==> config.mk <==
export PLATFORM = sky130hd
export DESIGN_NAME = alu_mc
export DESIGN_NICKNAME = d
export VERILOG_FILES = /design/src/rtl/alu_mc.sv
export SDC_FILE = /design/constraint.sdc
export NUM_CORES = 1
export LEC_CHECK = 0
export ABC_CLOCK_PERIOD_IN_PS = 13800
export BUFFER_PORTS_ARGS = -buffer_cell sky130_fd_sc_hd__buf_2
export CAP_MARGIN = 25
export CORE_MARGIN = 4
export CORE_UTILIZATION = 39
export DETAILED_ROUTE_END_ITERATION = 7
export PLACE_DENSITY_LB_ADDON = 0.05
export SLEW_MARGIN = 15
export SYNTH_ARGS = -nofsm -noshare
export SYNTH_HDL_FRONTEND = slang
export SYNTH_SLANG_ARGS = --single-unit
==> constraint.sdc <==
create_clock -name clk_i -period 13.8 [get_ports clk_i]
set_input_delay 3.45 -clock clk_i [delete_from_list [all_inputs] [get_ports clk_i]]
set_output_delay 3.45 -clock clk_i [all_outputs]
set_load 0.02 [all_outputs]
==> src/rtl/alu_mc.sv <==
// ============================================================================
// Module   : alu_mc
// Brief    : Registered word-level ALU with start/done handshake, compare
//            family and optional multi-cycle shift-add multiplier
//            (enabled by defining ALU_MC_MUL_EN).
// Revision : 1.0 - initial release
// ============================================================================
`default_nettype none

module alu_mc #(
  parameter int WIDTH = 32,
  parameter int CNT_W = $clog2(WIDTH) + 1
) (
  input  logic             clk_i,
  input  logic             rst_i,
  input  logic             start_i,
  input  logic [3:0]       ctrl_i,
  input  logic [2:0]       bonus_op_i,
  input  logic [WIDTH-1:0] src1_i,
  input  logic [WIDTH-1:0] src2_i,
  output logic             busy_o,
  output logic             done_o,
  output logic [WIDTH-1:0] result_o,
  output logic [WIDTH-1:0] hi_o,
  output logic             zero_o,
  output logic             cout_o,
  output logic             overflow_o,
  output logic             illegal_o
);

  localparam logic [3:0] C_OP_AND  = 4'd0;
  localparam logic [3:0] C_OP_OR   = 4'd1;
  localparam logic [3:0] C_OP_ADD  = 4'd2;
  localparam logic [3:0] C_OP_SUB  = 4'd6;
  localparam logic [3:0] C_OP_CMP  = 4'd7;
  localparam logic [3:0] C_OP_NOR  = 4'd12;
`ifdef ALU_MC_MUL_EN
  localparam logic [3:0] C_OP_MULU = 4'd8;
`endif

  typedef enum logic [1:0] {
    S_IDLE = 2'd0,
    S_EXEC = 2'd1,
    S_DONE = 2'd2
`ifdef ALU_MC_MUL_EN
    , S_MUL = 2'd3
`endif
  } state_t;

  state_t r_state, w_next;

  logic [WIDTH-1:0] r_a, r_b;
  logic [3:0]       r_ctrl;
  logic [2:0]       r_bop;
  logic [WIDTH-1:0] r_result;
  logic             r_zero, r_cout, r_ovf, r_illegal;

  logic [WIDTH:0]   w_sum, w_diff;
  logic             w_ovf_add, w_ovf_sub, w_less, w_equal, w_cmp;
  logic [WIDTH-1:0] w_res;
  logic             w_cout, w_ovf, w_ill;

`ifdef ALU_MC_MUL_EN
  logic [2*WIDTH-1:0] r_acc;
  logic [WIDTH-1:0]   r_hi;
  logic [CNT_W-1:0]   r_cnt;
  logic [WIDTH:0]     w_acc_sum;
  logic               w_mul_last;

  assign w_acc_sum  = {1'b0, r_acc[2*WIDTH-1:WIDTH]} + {1'b0, r_a};
  assign w_mul_last = (r_cnt == CNT_W'(WIDTH));
  assign hi_o       = r_hi;
`else
  assign hi_o       = '0;
`endif

  always_ff @(posedge clk_i or negedge rst_i) begin
    if (!rst_i) r_state <= S_IDLE;
    else        r_state <= w_next;
  end

  always_comb begin
    w_next = r_state;
    case (r_state)
      S_IDLE: begin
        if (start_i) begin
`ifdef ALU_MC_MUL_EN
          if (ctrl_i == C_OP_MULU) w_next = S_MUL;
          else                     w_next = S_EXEC;
`else
          w_next = S_EXEC;
`endif
        end
      end
      S_EXEC:  w_next = S_DONE;
`ifdef ALU_MC_MUL_EN
      S_MUL:   if (w_mul_last) w_next = S_DONE;
`endif
      S_DONE:  w_next = S_IDLE;
      default: w_next = S_IDLE;
    endcase
  end

  // Word-level datapath evaluated on the latched operands during EXEC.
  assign w_sum     = {1'b0, r_a} + {1'b0, r_b};
  assign w_diff    = {1'b0, r_a} + {1'b0, ~r_b} + {{WIDTH{1'b0}}, 1'b1};
  assign w_ovf_add = (r_a[WIDTH-1] == r_b[WIDTH-1]) && (w_sum[WIDTH-1]  != r_a[WIDTH-1]);
  assign w_ovf_sub = (r_a[WIDTH-1] != r_b[WIDTH-1]) && (w_diff[WIDTH-1] != r_a[WIDTH-1]);
  assign w_less    = w_diff[WIDTH-1] ^ w_ovf_sub;
  assign w_equal   = (r_a == r_b);

  always_comb begin
    w_cmp = 1'b0;
    case (r_bop)
      3'd0:    w_cmp = w_less;
      3'd1:    w_cmp = ~w_less & ~w_equal;
      3'd2:    w_cmp = w_less | w_equal;
      3'd3:    w_cmp = ~w_less;
      3'd4:    w_cmp = w_equal;
      3'd5:    w_cmp = ~w_equal;
      default: w_cmp = 1'b0;
    endcase
  end

  always_comb begin
    w_res  = '0;
    w_cout = 1'b0;
    w_ovf  = 1'b0;
    w_ill  = 1'b0;
    case (r_ctrl)
      C_OP_AND: w_res = r_a & r_b;
      C_OP_OR:  w_res = r_a | r_b;
      C_OP_NOR: w_res = ~(r_a | r_b);
      C_OP_ADD: begin
        w_res  = w_sum[WIDTH-1:0];
        w_cout = w_sum[WIDTH];
        w_ovf  = w_ovf_add;
      end
      C_OP_SUB: begin
        w_res  = w_diff[WIDTH-1:0];
        w_cout = w_diff[WIDTH];
        w_ovf  = w_ovf_sub;
      end
      C_OP_CMP: w_res = {{(WIDTH-1){1'b0}}, w_cmp};
      default:  w_ill = 1'b1;
    endcase
  end

  always_ff @(posedge clk_i or negedge rst_i) begin
    if (!rst_i) begin
      r_a       <= '0;
      r_b       <= '0;
      r_ctrl    <= '0;
      r_bop     <= '0;
      r_result  <= '0;
      r_zero    <= 1'b1;
      r_cout    <= 1'b0;
      r_ovf     <= 1'b0;
      r_illegal <= 1'b0;
`ifdef ALU_MC_MUL_EN
      r_acc     <= '0;
      r_hi      <= '0;
      r_cnt     <= '0;
`endif
    end else begin
      if (r_state == S_IDLE && start_i) begin
        r_a    <= src1_i;
        r_b    <= src2_i;
        r_ctrl <= ctrl_i;
        r_bop  <= bonus_op_i;
`ifdef ALU_MC_MUL_EN
        r_acc  <= {{WIDTH{1'b0}}, src2_i};
        r_cnt  <= '0;
`endif
      end
      if (r_state == S_EXEC) begin
        r_result  <= w_res;
        r_zero    <= (w_res == '0);
        r_cout    <= w_cout;
        r_ovf     <= w_ovf;
        r_illegal <= w_ill;
`ifdef ALU_MC_MUL_EN
        r_hi      <= '0;
`endif
      end
`ifdef ALU_MC_MUL_EN
      // One multiplier bit per cycle, then one extra cycle to publish the product.
      if (r_state == S_MUL) begin
        if (w_mul_last) begin
          r_result  <= r_acc[WIDTH-1:0];
          r_hi      <= r_acc[2*WIDTH-1:WIDTH];
          r_zero    <= (r_acc[WIDTH-1:0] == '0);
          r_cout    <= 1'b0;
          r_ovf     <= 1'b0;
          r_illegal <= 1'b0;
        end else begin
          r_cnt <= r_cnt + 1'b1;
          if (r_acc[0]) r_acc <= {w_acc_sum, r_acc[WIDTH-1:1]};
          else          r_acc <= {1'b0, r_acc[2*WIDTH-1:1]};
        end
      end
`endif
    end
  end

`ifdef ALU_MC_MUL_EN
  assign busy_o = (r_state == S_EXEC) || (r_state == S_MUL);
`else
  assign busy_o = (r_state == S_EXEC);
`endif
  assign done_o     = (r_state == S_DONE);
  assign result_o   = r_result;
  assign zero_o     = r_zero;
  assign cout_o     = r_cout;
  assign overflow_o = r_ovf;
  assign illegal_o  = r_illegal;

endmodule

`default_nettype wire
==> metrics.csv <==
stage,metric,value,unit
status,outcome,"finished, final reports clean",
die,die_w,168,µm
power,ir_drop,0.0923,mV
timing,grt_setup_unrepaired,no,
yosys,ys_ff_latch,109,
final_layout,multi_input_area,6480,µm²
placement,gp_congestion,0.913,
global_route,grtUsageMet2,34.3,%
setup_path,path_class,register to register,
cts,insertion_delay,0.36,ns
global_route,grt_usage,22.9,%
setup_path,start_kind,register,
cts,cts_buffer_depth,2,
setup_path,crit_slowest_cell,ha_1,
routing,drt_iter0_drc,856,
placement,dpl_cell_area,10700,µm²
setup_path,cpPeakStageDelay,0.57,ns
final_layout,drive_gt1_share,13.5,%
cts,clk_pin_slew,0.08,ns
cts,clock-root-buffer,clkbuf_16,
die,die_h,168,µm
global_route,grt_overflow_total,0,
setup_path,crit_chain,inv_1 -> ha_1 -> inv_1 -> a21oi_1 -> a21boi_1 -> a31oi_1 -> nand4b_1 -> a31oi_1 -> nand2_1 -> a21oi_1 -> o21bai_1 -> a21oi_1 -> fa_1 -> a21oi_1 -> o21ai_0 -> mux2i_1 -> a221oi_1 -> nand4_1 -> nor4bb_1 -> o2111ai_1 -> nor4_1 -> nand4b_1 -> o31ai_2,
global_route,grtUsageMet1,34.4,%
global_route,grtUsageMet3,3.80,%
power,power_frac_seq,22.8,%
yosys,netlist-cell-type-count,88,
yosys,netlist_area,9990,µm²
yosys,netlist_instances,1293,
power,p_per_area,194,nW/µm²
setup_path,critPathMostFrequentCell,a21oi_1,
cts,h-tree-depth,3,
cts,cts_tree,built,
cts,cts_sinks,109,
power,p_int,1.02,mW
routing,wl_per_cell,19.6,µm
routing,wl,33000,µm
power,p_sw_share,52.0,%
die,start_util,39.7,%
yosys,yosysWarnings,0,
placement,placement.io_buffers,111,
yosys,ys_dominant_reg_cell,dfrtp_1,
setup_path,worst-path-max-fanout,14,
timing,slew_viol_final,0,
final_layout,seqCellArea,2730,µm²
power,power_frac_comb,64.3,%
worst_hold_path,hold_path_class,register to register,
run,maxCapViolations,0,
global_route,antenna_found_initial,0,
timing,tightest_slew,1.08,ns
routing,first_pass_iters,5,
die,io_pins,144,
timing,finalSetupViolations,0,
global_route,grt_most_used_layer,met1,
final_layout,mostFrequentLayoutCells,"175 x nand2_1, 127 x o21ai_0, 110 x buf_2",
setup_path,cp.required,14.08,ns
die,fp-row-count,58,
final_layout,diodes,0,
setup_path,crit_buf_inv,2,
routing,routed_via_density,5.72,
cts,cts_resized,0,
yosys,synth.avg_cell_area,7.73,µm²
setup_path,cp.arrival,5.82,ns
timing,fin_crit,5.55,ns
power,p_clk_share,12.9,%
die,die_area,28300,µm²
timing,max-slew-margin-rel,26.1,%
global_route,grt_max_degree,79,
global_route,grt_pass1_wl,51800,µm
timing,fin_crit_sh,40.2,%
yosys,synth_edf_count,0,
power,power.switching,1.11,mW
timing,clock_skew,0.0104,ns
final_layout,final_common_cell,nand2_1,
setup_path,end_kind,register,
setup_path,crit_family,compound AO/OA/AOI/OAI gates,
placement,dp.final_hpwl,24800,µm
timing,hold_violations,0,
routing,drc,0,
cts,holdBufCountCts,0,
final_layout,fillerInstances,2651,
cts,cts_buffers,9,
timing,max_freq,180,MHz
yosys,yosysSeqAreaShare,27.3,%
final_layout,area_delta_synth_final,9.54,%
cts,postCtsSetupBuffers,0,
yosys,async_reset_ff_share,100,%
timing,tns,0,ns
routing,route.vias.total,9626,
power,p_leak,5.01,nW
final_layout,nNetsFinal,1520,
timing,hold_ws,0.472,ns
die,fp.coreArea,25200,µm²
routing,detail-route-antenna-nets,0,
final_layout,stdcell_area,10900,µm²
global_route,grt_pass1_vias,9012,
==> kinds of logic after synthesis <==
kind of cell               share of synthesized area (%)
AOI/OAI and AO/OA                                   29.7
xor gates and xnor gates                           0.701
adders and majority gates                           12.6
buffers and inverters                               9.40
DFF                                                 27.3
muxes                                               1.58
other                                             0.0375
and+or+nand+nor                                     18.7
==> path summary, 6_finish.rpt <==
path | start | end | slack, ns | depth (start not counted)
setup / recovery | r_a[14]$_DFFE_PN0P_ | zero_o$_DFFE_PN1P_ | 8.25 | 23
hold / removal | result_o[24]$_DFFE_PN0P_ | result_o[24]$_DFFE_PN0P_ | 0.47 | 2
setup reg to reg | r_a[14]$_DFFE_PN0P_ | zero_o$_DFFE_PN1P_ | 8.25 | 23
hold reg to reg | result_o[24]$_DFFE_PN0P_ | result_o[24]$_DFFE_PN0P_ | 0.47 | 2
max in group asynchronous | rst_i | r_ctrl[0]$_DFFE_PN0P_ | 9.46 | 2
min in group asynchronous | rst_i | r_b[2]$_DFFE_PN0P_ | 3.06 | 1
==> synth_stat cells (5+ instances only) <==
cell | count | area share, %
inv_1 | 96 | 3.6
inv_2 | 6 | 0.23
o21ai_0 | 127 | 6.4
nor2_1 | 91 | 3.4
a32o_1 | 5 | 0.50
and3_1 | 8 | 0.50
a31oi_1 | 13 | 0.81
mux2_2 | 6 | 0.68
a22o_1 | 7 | 0.61
o31ai_1 | 17 | 1.3
nor4_1 | 10 | 0.63
a21o_1 | 13 | 0.98
nand3_1 | 17 | 0.85
a2111oi_0 | 5 | 0.44
a22oi_1 | 21 | 1.6
a21oi_1 | 96 | 4.8
a221o_1 | 10 | 1.0
xnor2_1 | 5 | 0.44
ha_1 | 96 | 12
and2_1 | 10 | 0.63
nor3_1 | 24 | 1.2
clkbuf_1 | 67 | 2.5
o2111ai_1 | 6 | 0.53
buf_4 | 36 | 2.7
o21bai_1 | 8 | 0.60
mux2i_1 | 9 | 0.90
o221ai_1 | 5 | 0.44
nand2b_1 | 13 | 0.81
o211ai_1 | 8 | 0.60
o22a_1 | 7 | 0.61
nor2b_1 | 12 | 0.75
dfrtp_1 | 108 | 27
or2_2 | 6 | 0.38
a221oi_1 | 9 | 0.79
a211oi_1 | 11 | 0.83
or4_1 | 7 | 0.53
nand4_1 | 10 | 0.63
nand2_1 | 175 | 6.6
o21a_1 | 13 | 0.98
==> per-layer routing <==
layer | up-vias | wire length, µm
met3 | 35 | 2140
met5 | - | 0
met4 | 0 | 488
met2 | 351 | 14300
met1 | 4591 | 16000
li1 | 4649 | -
==> metrics by stage <==
stage	power (mW)	cells	setup slack (ns)	utilization [%]
floorplan	1.44	1324	9.27	-
global placement	1.83	1666	8.56	42.3
detailed placement	1.83	1666	8.37	42.3
CTS	2.12	1682	8.30	43.5
global route	2.30	1682	7.66	43.5
finish	2.13	1682	8.25	43.5
==> layout make-up <==
cell class	instances	share of cell area, %
Multi-Input combinational cell	1002	59.2
Sequential cell	109	24.9
Timing Repair Buffer	123	5.92
Tap cell	330	3.77
Inverter	102	3.50
Clock buffer	11	2.13
Clock inverter	5	0.549
==> state kept, by name (all words and copies together) (netlist names) <==
name and flops:
r_a 32, r_b 32, result_o 32, r_ctrl 4, r_bop 3, r_state 2, cout_o 1, illegal_o 1
overflow_o 1, zero_o 1
==> power by group through the flow <==
stage               combinational [mW]  clock, mW  sequential (mW)
floorplan                        0.911          0            0.529
detailed placement                1.34          0            0.492
CTS                               1.35      0.284            0.486
global route                      1.50      0.297            0.500
finish                            1.37      0.273            0.485
global placement                  1.35          0            0.488
==> worst reg2reg max path: cells and delay by family, from the launching register on <==
| family | cells | cell delay, ns |
|---|---|---|
| AO/OA/AOI/OAI | 12 | 2.65 |
| adder cells (fa/ha/maj) | 2 | 0.84 |
| buffers and inverters | 2 | 0.28 |
| flip-flops | 1 | 0.38 |
| multiplexers | 1 | 0.10 |
| AND/OR/NAND/NOR | 6 | 1.21 |
Note: power is estimated with default switching activity, not from simulation.
